===== src/rtl/bus_trace_if.sv =====
// Bus/trace bundle for bus_trace. The trace_data width grows to 40 bits
// when BUS_TRACE_TIMESTAMP_EN is defined.
interface bus_trace_if;
`ifdef BUS_TRACE_TIMESTAMP_EN
    localparam int REC_W = 40;
`else
    localparam int REC_W = 24;
`endif

    logic [3:0]       data_i;
    logic             sync;
    // Handshake: trace_valid stays high while an entry is held, trace_data is
    // stable while valid, and an entry transfers on a clock where valid && ready.
    logic             trace_valid;
    logic             trace_ready;
    logic [REC_W-1:0] trace_data;

    modport master (input data_i, sync, trace_ready, output trace_valid, trace_data);
    modport slave  (output data_i, sync, trace_ready, input trace_valid, trace_data);
endinterface


===== src/rtl/bus_trace.sv =====
// Passive 4-bit bus monitor: rebuilds {addr, opcode, x2} per instruction cycle
// into a FIFO. Optional macro BUS_TRACE_TIMESTAMP_EN adds a 16-bit A1 timestamp.
module bus_trace #(
    parameter int DEPTH = 8,
    parameter int PTR_W = 3   // log2(DEPTH)
) (
    input  logic        clock,
    input  logic        reset,
    input  logic        halt,
    input  logic        enable,
    input  logic        clear_status,
    bus_trace_if.master bus,
    output logic        overflow,
    output logic        resync_err,
    output logic [7:0]  drop_count,
    output logic [3:0]  phase_dbg
);
`ifdef BUS_TRACE_TIMESTAMP_EN
    localparam int REC_W = 40;
`else
    localparam int REC_W = 24;
`endif

    typedef enum logic [3:0] {
        S_IDLE, S_A1, S_A2, S_A3, S_M1, S_M2, S_X1, S_X2, S_X3, S_WAIT
    } phase_t;

    phase_t state, state_nxt;
    logic   resync_ev, push_req;

    always_ff @(posedge clock or posedge reset) begin
        if (reset) state <= S_IDLE;
        else       state <= state_nxt;
    end

    always_comb begin
        state_nxt = state;
        if (!halt) begin
            case (state)
                S_IDLE:         state_nxt = bus.sync ? S_A1 : S_IDLE;
                S_A1:           state_nxt = bus.sync ? S_A1 : S_A2;
                S_A2:           state_nxt = bus.sync ? S_A1 : S_A3;
                S_A3:           state_nxt = bus.sync ? S_A1 : S_M1;
                S_M1:           state_nxt = bus.sync ? S_A1 : S_M2;
                S_M2:           state_nxt = bus.sync ? S_A1 : S_X1;
                S_X1:           state_nxt = bus.sync ? S_A1 : S_X2;
                S_X2:           state_nxt = bus.sync ? S_A1 : S_X3;
                S_X3, S_WAIT:   state_nxt = bus.sync ? S_A1 : S_WAIT;
                default:        state_nxt = S_IDLE;
            endcase
        end
    end

    // A sync inside A1..X2 aborts the partial record, so X2 only pushes without sync.
    always_comb begin
        resync_ev = 1'b0;
        push_req  = 1'b0;
        if (!halt) begin
            resync_ev = bus.sync && (state >= S_A1) && (state <= S_X2);
            push_req  = (state == S_X2) && !bus.sync && enable;
        end
    end

    assign phase_dbg = state;

    logic [11:0] addr_q;
    logic [7:0]  op_q;

    always_ff @(posedge clock or posedge reset) begin
        if (reset) begin
            addr_q <= '0;
            op_q   <= '0;
        end else if (!halt) begin
            case (state)
                S_A1:    addr_q[3:0]  <= bus.data_i;
                S_A2:    addr_q[7:4]  <= bus.data_i;
                S_A3:    addr_q[11:8] <= bus.data_i;
                S_M1:    op_q[7:4]    <= bus.data_i;
                S_M2:    op_q[3:0]    <= bus.data_i;
                default: ;
            endcase
        end
    end

    logic [REC_W-1:0] record;
`ifdef BUS_TRACE_TIMESTAMP_EN
    logic [15:0] ts_cnt, ts_q;

    always_ff @(posedge clock or posedge reset) begin
        if (reset) begin
            ts_cnt <= '0;
            ts_q   <= '0;
        end else if (!halt) begin
            if (state_nxt == S_A1) ts_cnt <= ts_cnt + 16'd1;
            if (state == S_A1)     ts_q   <= ts_cnt;
        end
    end
    assign record = {ts_q, addr_q, op_q, bus.data_i};
`else
    assign record = {addr_q, op_q, bus.data_i};
`endif

    // Pointers carry one extra wrap bit so full and empty are distinguishable.
    logic [PTR_W:0]   wr_ptr, rd_ptr;
    logic [REC_W-1:0] mem [DEPTH];
    logic             empty, full, pop, push_ok, drop;

    assign empty   = (wr_ptr == rd_ptr);
    assign full    = (wr_ptr[PTR_W] != rd_ptr[PTR_W]) &&
                     (wr_ptr[PTR_W-1:0] == rd_ptr[PTR_W-1:0]);
    assign pop     = !empty && bus.trace_ready;
    assign push_ok = push_req && (!full || pop);
    assign drop    = push_req && full && !pop;

    always_ff @(posedge clock or posedge reset) begin
        if (reset) begin
            wr_ptr <= '0;
            rd_ptr <= '0;
        end else begin
            if (push_ok) wr_ptr <= wr_ptr + 1'b1;
            if (pop)     rd_ptr <= rd_ptr + 1'b1;
        end
    end

    always_ff @(posedge clock) begin
        if (push_ok) mem[wr_ptr[PTR_W-1:0]] <= record;
    end

    assign bus.trace_valid = !empty;
    assign bus.trace_data  = empty ? '0 : mem[rd_ptr[PTR_W-1:0]];

    // A new event in the same clock as clear_status wins over the clear.
    always_ff @(posedge clock or posedge reset) begin
        if (reset) begin
            overflow   <= 1'b0;
            resync_err <= 1'b0;
            drop_count <= '0;
        end else begin
            if (drop)              overflow <= 1'b1;
            else if (clear_status) overflow <= 1'b0;

            if (resync_ev)         resync_err <= 1'b1;
            else if (clear_status) resync_err <= 1'b0;

            if (drop) begin
                if (clear_status)              drop_count <= 8'd1;
                else if (drop_count != 8'hFF)  drop_count <= drop_count + 8'd1;
            end else if (clear_status) begin
                drop_count <= '0;
            end
        end
    end
endmodule

===== src/flat_wrapper.sv =====
// flat-port wrapper written by rule: the top's interface ports become plain ports
module bus_trace_flat 
#(
    parameter int DEPTH = 8,
    parameter int PTR_W = 3                 
)
  (clock, reset, halt, enable, clear_status, overflow, resync_err, drop_count, phase_dbg, bus_data_i, bus_sync, bus_trace_ready, bus_trace_valid, bus_trace_data);
  bus_trace_if bus_i ();
  input  logic clock;
  input  logic reset;
  input  logic halt;
  input  logic enable;
  input  logic clear_status;
  output logic overflow;
  output logic resync_err;
  output logic [7:0] drop_count;
  output logic [3:0] phase_dbg;
  input wire logic [$bits(bus_i.data_i)-1:0] bus_data_i;
  input wire logic [$bits(bus_i.sync)-1:0] bus_sync;
  input wire logic [$bits(bus_i.trace_ready)-1:0] bus_trace_ready;
  output wire logic [$bits(bus_i.trace_valid)-1:0] bus_trace_valid;
  output wire logic [$bits(bus_i.trace_data)-1:0] bus_trace_data;
  assign bus_i.data_i = bus_data_i;
  assign bus_i.sync = bus_sync;
  assign bus_i.trace_ready = bus_trace_ready;
  assign bus_trace_valid = bus_i.trace_valid;
  assign bus_trace_data = bus_i.trace_data;
  bus_trace #(.DEPTH(DEPTH), .PTR_W(PTR_W)) u_core (.clock(clock), .reset(reset), .halt(halt), .enable(enable), .clear_status(clear_status), .bus(bus_i), .overflow(overflow), .resync_err(resync_err), .drop_count(drop_count), .phase_dbg(phase_dbg));
endmodule

===== config.mk =====
export PLATFORM = sky130hd
export DESIGN_NAME = bus_trace_flat
export DESIGN_NICKNAME = d
export VERILOG_FILES = /design/src/rtl/bus_trace_if.sv /design/src/rtl/bus_trace.sv /design/src/flat_wrapper.sv
export SDC_FILE = /design/constraint.sdc
export NUM_CORES = 1
export LEC_CHECK = 0
export ABC_AREA = 1
export CELL_PAD_IN_SITES_DETAIL_PLACEMENT = 1
export CELL_PAD_IN_SITES_GLOBAL_PLACEMENT = 2
export CORE_UTILIZATION = 45
export CTS_BUF_LIST = sky130_fd_sc_hd__clkbuf_8
export CTS_CLUSTER_SIZE = 28
export DETAILED_ROUTE_END_ITERATION = 8
export PLACE_DENSITY = 0.95
export SLEW_MARGIN = 20
export SYNTH_ARGS = -nofsm -noshare
export SYNTH_HDL_FRONTEND = slang
export SYNTH_SLANG_ARGS = --single-unit

===== constraint.sdc =====
create_clock -name clock -period 4.6 [get_ports clock]
set_input_delay 1.38 -clock clock [delete_from_list [all_inputs] [get_ports clock]]
set_output_delay 1.38 -clock clock [all_outputs]
set_load 0.005 [all_outputs]

==> metrics.txt <==
CTS buffer count 38; M3 GR Usage between 3 and 4%; H-tree Lvls 2; syn_area_per_cell between 10 and 15 um^2; Critical R2R Launch u_core.rd_ptr[2]; pins over their slew limit 0; via count between 6k and 7k; Post-Layout Cell Count ~1.2k; Leakage between 4 and 5 nW; Synth area leaders edfxtp_1, dfrtp_1, o21ai_0; MaxCap Viol Count 0; reg2reg end u_core.mem[7][15]; placed cells roughly 1.1k; Starting Density 46.1%; hold endpoint u_core.overflow; status finished, final reports clean; Setup violations, final 0; gr ovfl total 0; Post-synth EDFFs roughly 190; Slew @ Worst Pin 0.947 ns; setup tns final 0 ns; gpl congestion slightly below 0.8; GR peak layer met2; async set-reset flop share out of synthesis roughly 18%; Hold Path Depth 2; # rows 53; WL final about 25 mm; fraction of layout cells with a size suffix above 1 ~15%; CP Max Fanout around 50; area leader, netlist edfxtp_1; CTS Sinks 234; HP Class reg -> reg; Total GRT Usage 23.4%; post-route ant nets 0; GR Util met2 39.8%; DR iter-0 viols between 400 and 500; CTS root buf clkbuf_8; Startpoint Class register; worst clock skew ~0.023 ns; final hold violation count 0; worst r2r path cells 9; Clock Pin Slew Worst Setup and Hold Paths around 0.06 ns; DIE AREA around 22000 um^2; total core area around 21000 um^2; vias per cell around 5.6; Hold Buf Count CTS 0; Cells after Synth 799; Die H 149 um; Max clock buf depth 3; RSZ-0062 raised after global routing false; Max VDD drop between 300 and 400 uV; CTS tree built; area of the mapped netlist about 10000 um^2; sequential area share after synthesis 69.9%; CP arrival roughly 2.9 ns; Primary FF master, synth edfxtp_1; post-synthesis register bit count approximately 230; Slew headroom 36.8%; HP Start u_core.overflow; fin crit share slightly above 90%; most frequent cells in the layout edfxtp_1, nor2_1, o21ai_0, nand2_1, clkdlybuf4s50_1; Routed wire per std cell 20.9 um; CP required between 3 and 4 ns; Layout area overhead 15.7%; Syn Nets 813; initial antenna violation count 0; yosys warns 0; max frequency 236 MHz; Port Buf Inserts 49; maximum number of pins on one net before global-route repair 52; CP Class reg -> out; Clock Latency Late Sink between 0.5 and 0.6 ns; Unique masters post-synth between 40 and 50; vias in the first global route around 6.9k; global-route wire length before repair between 30 and 40 mm; fillers 2219; Synth top area share 59.1%; most common cell after layout, fill and taps aside edfxtp_1; Tmin final roughly 4.2 ns; CP Capture Type output port; Layout Nets between 800 and 900; die width 149 um; reg2reg setup slack roughly 2.3 ns; HPWL after detailed placement around 15 mm; router iterations before antenna repair 4; design area ~11000 um^2; Setup Fix Bufs, Post-CTS 0; IO Count 50; CTS resizes 0; ANT cells 0; pwr dens 611 nW/um^2; Placed Instance Area 10600 um^2; Residual DRC 0; global-route track usage on met1 30.5%
## through the flow
step,util [%],worst slack [ns],hold slack [ns],power (mW)
after global placement,50.0,1.07,0.472,5.14
after CTS,53.3,0.347,0.501,6.96
after detailed placement,50.0,1.00,0.478,5.24
after global routing,53.3,0.233,0.512,7.29
final,53.3,0.364,0.505,6.89
after floorplan,-,0.548,0.469,4.26
## flip-flops by register name (all words and copies together) (netlist names)
signal / flops
u_core.addr_q: 12
u_core.drop_count: 8
u_core.mem: 192
u_core.op_q: 8
u_core.overflow: 1
u_core.phase_dbg: 4
u_core.rd_ptr: 4
u_core.resync_err: 1
u_core.wr_ptr: 4
## layout make-up
cell class,count,area [um^2],share of cell area [%]
well taps,275,344,3.05
clock buffers,42,578,5.13
clock inverters,26,131,1.16
flip-flops and latches,234,6820,60.5
repair buffers,71,668,5.92
inverters,30,120,1.07
multi-input cells,496,2620,23.2
## layer usage
metal,vias to the layer above,wire [um]
met5,-,0
li1,3016,-
met4,0,523
met1,3319,10700
met2,162,12300
met3,42,1040
## worst max path at each step
stage / startpoint / endpoint / slack (ns) / depth (start not counted)
floorplan: bus_sync / u_core.mem[3][0] / 0.55 / 5
global placement: halt / u_core.mem[7][19] / 1.07 / 7
detailed placement: u_core.rd_ptr[0] / bus_trace_data[23] / 1.00 / 7
CTS: u_core.rd_ptr[0] / bus_trace_data[23] / 0.35 / 7
global route: u_core.rd_ptr[0] / bus_trace_data[23] / 0.23 / 7
finish: u_core.rd_ptr[0] / bus_trace_data[23] / 0.36 / 7
## where the power goes
| group | internal [mW] | switching, mW |
|---|---|---|
| Combinational | 0.956 | 1.38 |
| Clock | 0.894 | 0.798 |
| Sequential | 2.59 | 0.270 |
| Total | 4.44 | 2.45 |
## kinds of logic (layout without fill, tap and decap cells)
group	count (synthesis)	count (layout)	share of synthesized area, %
DFF	234	234	69.9
buffers and inverters	69	169	3.52
and+or+nand+nor	285	285	13.7
xor gates and xnor gates	6	6	0.616
adders and majority gates	3	3	0.385
AOI/OAI and AO/OA	202	202	11.9
## worst max-delay path, cell delays in order (launching register included)
cell and delay [ns]:
dfrtp_2 0.47, inv_2 0.30, buf_12 0.29, o21ai_0 0.14, o22ai_1 0.18, o21ai_0 0.15, nor2_1 0.23, clkdlybuf4s50_1 0.55
## cell usage after synthesis, types with 2 or more instances
cell,count
edfxtp_1,192
nor2_1,147
o21ai_0,117
nand2_1,71
o22ai_1,48
dfrtp_1,42
inv_1,22
nand3_1,21
nor2_2,19
o21ai_2,18
clkbuf_1,16
buf_2,13
o21ai_1,11
buf_4,5
inv_2,5
xor2_1,5
nand2_2,4
nand4_1,4
ha_1,3
nand4_4,3
nor3_1,3
a21oi_1,2
a32o_1,2
buf_12,2
nand2_4,2
nand2_8,2
nor2_8,2
nor3b_1,2
(Power assumes the default switching activity.)
